--- config.mk ---
export PLATFORM = sky130hd
export DESIGN_NAME = ingress_pkt_buffer
export DESIGN_NICKNAME = d
export VERILOG_FILES = /design/src/rtl/ingress_pkt_buffer.sv
export SDC_FILE = /design/constraint.sdc
export NUM_CORES = 1
export LEC_CHECK = 0
export CORE_ASPECT_RATIO = 0.5
export CORE_UTILIZATION = 55
export CTS_CLUSTER_SIZE = 8
export DETAILED_ROUTE_END_ITERATION = 12
export PLACE_DENSITY_LB_ADDON = 0.3
export SLEW_MARGIN = 20
export SYNTH_ARGS = -nofsm -noshare
export SYNTH_HDL_FRONTEND = slang
export SYNTH_SLANG_ARGS = --single-unit
export TNS_END_PERCENT = 30
--- constraint.sdc ---
create_clock -name clk -period 3.2 [get_ports clk]
set_input_delay 0.64 -clock clk [delete_from_list [all_inputs] [get_ports clk]]
set_output_delay 0.64 -clock clk [all_outputs]
set_load 0.1 [all_outputs]
--- src/rtl/ingress_pkt_buffer.sv ---
// ingress_pkt_buffer: per-port store-and-forward buffer feeding the switch core.
// Optional INGRESS_STATS_EN adds saturating forward/drop counters.
module ingress_pkt_buffer #(
  parameter int DEPTH = 32,
  parameter int AW    = $clog2(DEPTH)
) (
  input  logic        clk,
  input  logic        reset,
  input  logic        in_valid,
  input  logic [7:0]  in_data,
  input  logic        in_sop,
  input  logic        in_eop,
  output logic        in_ready,
  output logic        out_req,
  output logic [1:0]  out_dest,
  input  logic        out_grant,
  output logic        out_valid,
  output logic [7:0]  out_data,
  output logic        out_sop,
  output logic        out_eop
`ifdef INGRESS_STATS_EN
  ,
  output logic [15:0] stat_fwd,
  output logic [15:0] stat_drop
`endif
);

  localparam int PW = AW + 1;
  localparam logic [PW-1:0] FULL_CNT = PW'(DEPTH);
  localparam logic [PW-1:0] PTR_ONE  = PW'(1);

  typedef enum logic {
    RD_IDLE,
    RD_SEND
  } rd_state_e;

  logic [9:0]    mem_q [DEPTH];

  logic [PW-1:0] wr_ptr_q, wr_ptr_d;
  logic [PW-1:0] commit_ptr_q, commit_ptr_d;
  logic [PW-1:0] rd_ptr_q, rd_ptr_d;
  logic [PW-1:0] pkt_cnt_q, pkt_cnt_d;
  logic          open_q, open_d;
  logic          discard_q, discard_d;
  rd_state_e     state_q, state_d;

  logic          out_valid_q, out_valid_d;
  logic          out_sop_q, out_sop_d;
  logic          out_eop_q, out_eop_d;
  logic [7:0]    out_data_q, out_data_d;

  logic          full;
  logic          oversize;
  logic          accept;
  logic          we;
  logic [AW-1:0] waddr;
  logic [PW-1:0] wbase;
  logic          pkt_in;
  logic          pkt_out;
  logic          emit;
  logic          grant_take;
  logic [9:0]    rd_word;

  assign full     = (wr_ptr_q - rd_ptr_q) == FULL_CNT;
  assign oversize = full && open_q && (pkt_cnt_q == '0);

  // An oversize packet keeps in_ready high so the rest of it drains away
  assign in_ready = !full || discard_q || oversize;
  assign accept   = in_valid && in_ready;

  // A sop always lands at commit_ptr, dropping any open partial packet
  assign wbase    = in_sop ? commit_ptr_q : wr_ptr_q;

  assign rd_word  = mem_q[rd_ptr_q[AW-1:0]];

  // Held off for the out_eop cycle so back-to-back requests show a gap
  assign out_req    = (state_q == RD_IDLE) && (pkt_cnt_q != '0)
                      && !out_eop_q;
  assign out_dest   = out_req ? rd_word[1:0] : 2'b00;
  assign grant_take = out_req && out_grant;

  assign out_valid  = out_valid_q;
  assign out_sop    = out_sop_q;
  assign out_eop    = out_eop_q;
  assign out_data   = out_data_q;

  always_comb begin
    wr_ptr_d     = wr_ptr_q;
    commit_ptr_d = commit_ptr_q;
    open_d       = open_q;
    discard_d    = discard_q;
    we           = 1'b0;
    waddr        = wr_ptr_q[AW-1:0];
    pkt_in       = 1'b0;
    if (oversize) begin
      wr_ptr_d  = commit_ptr_q;
      open_d    = 1'b0;
      discard_d = !(in_valid && in_eop);
    end else if (discard_q) begin
      if (in_valid && in_eop) begin
        discard_d = 1'b0;
      end
    end else if (accept && (in_sop || open_q)) begin
      we       = 1'b1;
      waddr    = wbase[AW-1:0];
      wr_ptr_d = wbase + PTR_ONE;
      open_d   = !in_eop;
      if (in_eop) begin
        commit_ptr_d = wbase + PTR_ONE;
        pkt_in       = 1'b1;
      end
    end
  end

  always_comb begin
    state_d     = state_q;
    rd_ptr_d    = rd_ptr_q;
    pkt_out     = 1'b0;
    emit        = 1'b0;
    out_valid_d = 1'b0;
    out_sop_d   = 1'b0;
    out_eop_d   = 1'b0;
    out_data_d  = 8'h00;
    unique case (state_q)
      RD_IDLE: emit = grant_take;
      RD_SEND: emit = 1'b1;
      default: emit = 1'b0;
    endcase
    if (emit) begin
      out_valid_d = 1'b1;
      out_sop_d   = rd_word[9];
      out_eop_d   = rd_word[8];
      out_data_d  = rd_word[7:0];
      rd_ptr_d    = rd_ptr_q + PTR_ONE;
      pkt_out     = rd_word[8];
      state_d     = rd_word[8] ? RD_IDLE : RD_SEND;
    end
  end

  always_comb begin
    pkt_cnt_d = pkt_cnt_q;
    if (pkt_in && !pkt_out) begin
      pkt_cnt_d = pkt_cnt_q + PTR_ONE;
    end else if (pkt_out && !pkt_in) begin
      pkt_cnt_d = pkt_cnt_q - PTR_ONE;
    end
  end

  always_ff @(posedge clk) begin
    if (we) begin
      mem_q[waddr] <= {in_sop, in_eop, in_data};
    end
  end

  always_ff @(posedge clk) begin
    if (reset) begin
      wr_ptr_q     <= '0;
      commit_ptr_q <= '0;
      rd_ptr_q     <= '0;
      pkt_cnt_q    <= '0;
      open_q       <= 1'b0;
      discard_q    <= 1'b0;
      state_q      <= RD_IDLE;
      out_valid_q  <= 1'b0;
      out_sop_q    <= 1'b0;
      out_eop_q    <= 1'b0;
      out_data_q   <= 8'h00;
    end else begin
      wr_ptr_q     <= wr_ptr_d;
      commit_ptr_q <= commit_ptr_d;
      rd_ptr_q     <= rd_ptr_d;
      pkt_cnt_q    <= pkt_cnt_d;
      open_q       <= open_d;
      discard_q    <= discard_d;
      state_q      <= state_d;
      out_valid_q  <= out_valid_d;
      out_sop_q    <= out_sop_d;
      out_eop_q    <= out_eop_d;
      out_data_q   <= out_data_d;
    end
  end

`ifdef INGRESS_STATS_EN
  logic [15:0] stat_fwd_q, stat_fwd_d;
  logic [15:0] stat_drop_q, stat_drop_d;
  logic        drop_evt;

  assign drop_evt = oversize
                    || (!discard_q && accept && in_sop && open_q);

  always_comb begin
    stat_fwd_d  = stat_fwd_q;
    stat_drop_d = stat_drop_q;
    if (pkt_out && (stat_fwd_q != 16'hFFFF)) begin
      stat_fwd_d = stat_fwd_q + 16'd1;
    end
    if (drop_evt && (stat_drop_q != 16'hFFFF)) begin
      stat_drop_d = stat_drop_q + 16'd1;
    end
  end

  always_ff @(posedge clk) begin
    if (reset) begin
      stat_fwd_q  <= 16'h0000;
      stat_drop_q <= 16'h0000;
    end else begin
      stat_fwd_q  <= stat_fwd_d;
      stat_drop_q <= stat_drop_d;
    end
  end

  assign stat_fwd  = stat_fwd_q;
  assign stat_drop = stat_drop_q;
`endif

endmodule
==> impl_metrics.ini <==
[run_status]
status = complete, but fails checks
violations = setup timing

[global_routing]
grt_max_degree = 39
grt_pass1_wl_um = 52300
grt-ovfl-total = 0
grt_pass1_vias = 8013
grtUsageTotal = 0.276
antenna_found_initial = 0

[yosys]
netlist_instances = 743
synth_area_um2 = 14400
synth_top_flop_cell = edfxtp_1
yosysUniqueCellTypes = 46
synth_area_leaders = edfxtp_1, mux4_2, dfxtp_1
synthTopCellsByCount = edfxtp_1, mux4_2, nor2_1
yosysTopAreaCellShare = 0.666
avgSynthCellArea_um2 = 19.4
synth_edf_count = 320
ys_warn_count = 0
synth_top_area_cell = edfxtp_1
async_flop_share = 0
syn_nets = 770
yosysMostFrequentCell = edfxtp_1
ys_seq_area_frac = 0.725
ys_ff_latch = 363

[die]
fp.dieW_um = 231
fp-row-count = 41
die_h_um = 117
dieArea_um2 = 26900
initial_core_util = 0.566
ios = 29
core_area_um2 = 25500

[worst_setup_path]
r2r_setup_slack_ns = -0.16
cp_slowest_cell = mux4_2
startpoint_type = flip-flop
arrival_ns = 2.80
worstSetupEndpointType = output pin
path_max_fanout = 6
critPathMaxStageDelay_ns = 0.52
worstRegToRegCells = 14
crit_chain = buf_12 -> mux4_2 -> mux4_2 -> mux2i_2 -> buf_4 -> nor2_2 -> buf_12
critPathKind = reg2out
cp.buffers_inverters = 3
crit_family = multiplexers
worstReg2RegEnd = pkt_cnt_q[3]
critPathRequiredTime_ns = 2.56

[detailed_routing]
firstDrtPassIters = 4
antenna_left = 0
wire_per_inst_um = 28.7
drtIter0Drc = 1066
drc = 0
vias = 8038
wl_um = 36300
drt-vias-per-instance = 6.35

[timing]
clock_skew_ns = 0.0144
timing.fmax_mhz = 291
post-route-min-period_ns = 3.44
fin_crit_sh = 1.07
setup_viol = 5
setup_slack_ns = -0.237
finalHoldViolCount = 0
finalSetupTns_ns = -0.881
slew_headroom = 0.325
worstMarginPinSlew_ns = 1.01
slew_violations = 0
grt_setup_unrepaired = yes

[cts]
htree_levels = 2
cts_tree = done
max-clock-path-buffers = 3
cts.sinks = 363
root_buffer = clkbuf_16
clock_latency_ns = 0.57
clkTransAtPathRegs_ns = 0.05
hold_buffers = 0
cts_buffers = 51

[flow_run]
drv_cap = 0

[placed_design]
routabilityCongestion = 0.918
io_buffer_count = 28
place_hpwl_um = 19700
place_ws_ns = -0.0697

[cells_and_area]
drive_gt1_frac = 0.325
antennaDiodeCount = 0
area_delta_synth_final_pct = 21.1
n_fill_cell = 1514
finalNetCount = 907

[min_path]
hold_class = reg2reg
hold_end = commit_ptr_q[5]
hp-start = commit_ptr_q[5]
min_delay_path_depth = 2

[pwr]
ir_drop_uv = 806
power_leakage_nw = 5.72
p_per_area_nw_per_um2 = 778
[power by group]
part           switching (mW)  internal [mW]
Combinational            1.76           1.41
Sequential              0.112           5.27
Clock                    2.03           3.00
[cell usage in the layout (no fill, tap or decap), types with 4 or more instances in the layout]
cell             synthesis  layout
nand2_1                 21      20
dfxtp_1                 43      40
a211oi_1                 4       4
nor2_1                  57      55
nand3_1                 22      21
ha_1                    12       7
clkdlybuf4s50_1          0      13
mux4_2                 100     100
inv_1                   15      12
buf_4                    6      88
xnor2_1                 10      10
clkbuf_16                0      52
nor4_2                   0       8
clkbuf_1                15      40
nand2b_1                 4       4
a21oi_1                 16      14
ha_4                     0       5
mux2i_1                 14      12
nor2b_1                  6       6
a31oi_1                  4       4
a22o_1                   7       7
buf_6                    2       4
xor2_1                   6       6
buf_12                   0       7
edfxtp_1               320     320
[through the flow]
| step | total power, mW | hold WS (ns) | util | cells | cell area (um^2) |
|---|---|---|---|---|---|
| after floorplan | 7.54 | 0.453 | - | 743 | 14500 |
| after global placement | 8.22 | 0.476 | 0.614 | 1157 | 15700 |
| after detailed placement | 8.26 | 0.479 | 0.614 | 1157 | 15700 |
| after CTS | 13.4 | 0.486 | 0.680 | 1261 | 17300 |
| after global routing | 14.0 | 0.513 | 0.686 | 1266 | 17500 |
| final | 13.6 | 0.488 | 0.686 | 1266 | 17500 |
[final cells by class]
type | instances | area, um^2 | share of cell area
multi-input combinational | 332 | 3930 | 0.225
clock inverter | 4 | 56.3 | 0.00322
inverter | 15 | 56.3 | 0.00322
sequential | 363 | 10500 | 0.599
timing repair buffer | 117 | 1110 | 0.0634
clock buffer | 91 | 1430 | 0.0816
tap | 344 | 430 | 0.0246
[state kept, by name (all words and copies together) (netlist names), named ones only]
signal,cells
out_valid,1
rd_ptr_q,6
discard_q,1
pkt_cnt_q,6
open_q,1
wr_ptr_q,6
state_q,1
commit_ptr_q,6
out_data,8
mem_q,320
out_eop,1
out_sop,1
[cell families after synthesis]
group / after synthesis / share of synthesized area
buf+inv: 48 / 0.0155
compound gates: 46 / 0.0229
flops: 363 / 0.725
mux: 118 / 0.169
simple gates: 139 / 0.0459
xor+xnor: 16 / 0.00971
fa+ha+maj: 13 / 0.0118
[worst min-delay path, stage by stage (launching register included)]
cell,delay (ns)
dfxtp_1,0.32
nand2_1,0.06
a21oi_1,0.05
[worst max-delay path by stage]
stage,endpoint,slack [ns],depth (start not counted)
after global routing,out_dest[1],-0.29,7
after global placement,out_dest[1],-0.03,7
after detailed placement,out_dest[1],-0.07,7
after floorplan,mem_q[30][0],-0.32,7
after CTS,out_dest[1],-0.21,7
final,out_dest[1],-0.24,7
[metal layers]
layer | global-route usage | part of all wire
met5 | 0 | 0
met4 | 0.0737 | 0.025
met3 | 0.0618 | 0.11
met2 | 0.445 | 0.48
met1 | 0.389 | 0.39
[timing repair]
item,CTS,global route
resized for setup,19,18
pin swaps,1,7
gates cloned,2,1
setup buffers,7,3
endpoints found under the setup margin,9,7
endpoints found under the hold margin,0,0
No activity file was read; power rests on OpenSTA's default activity.
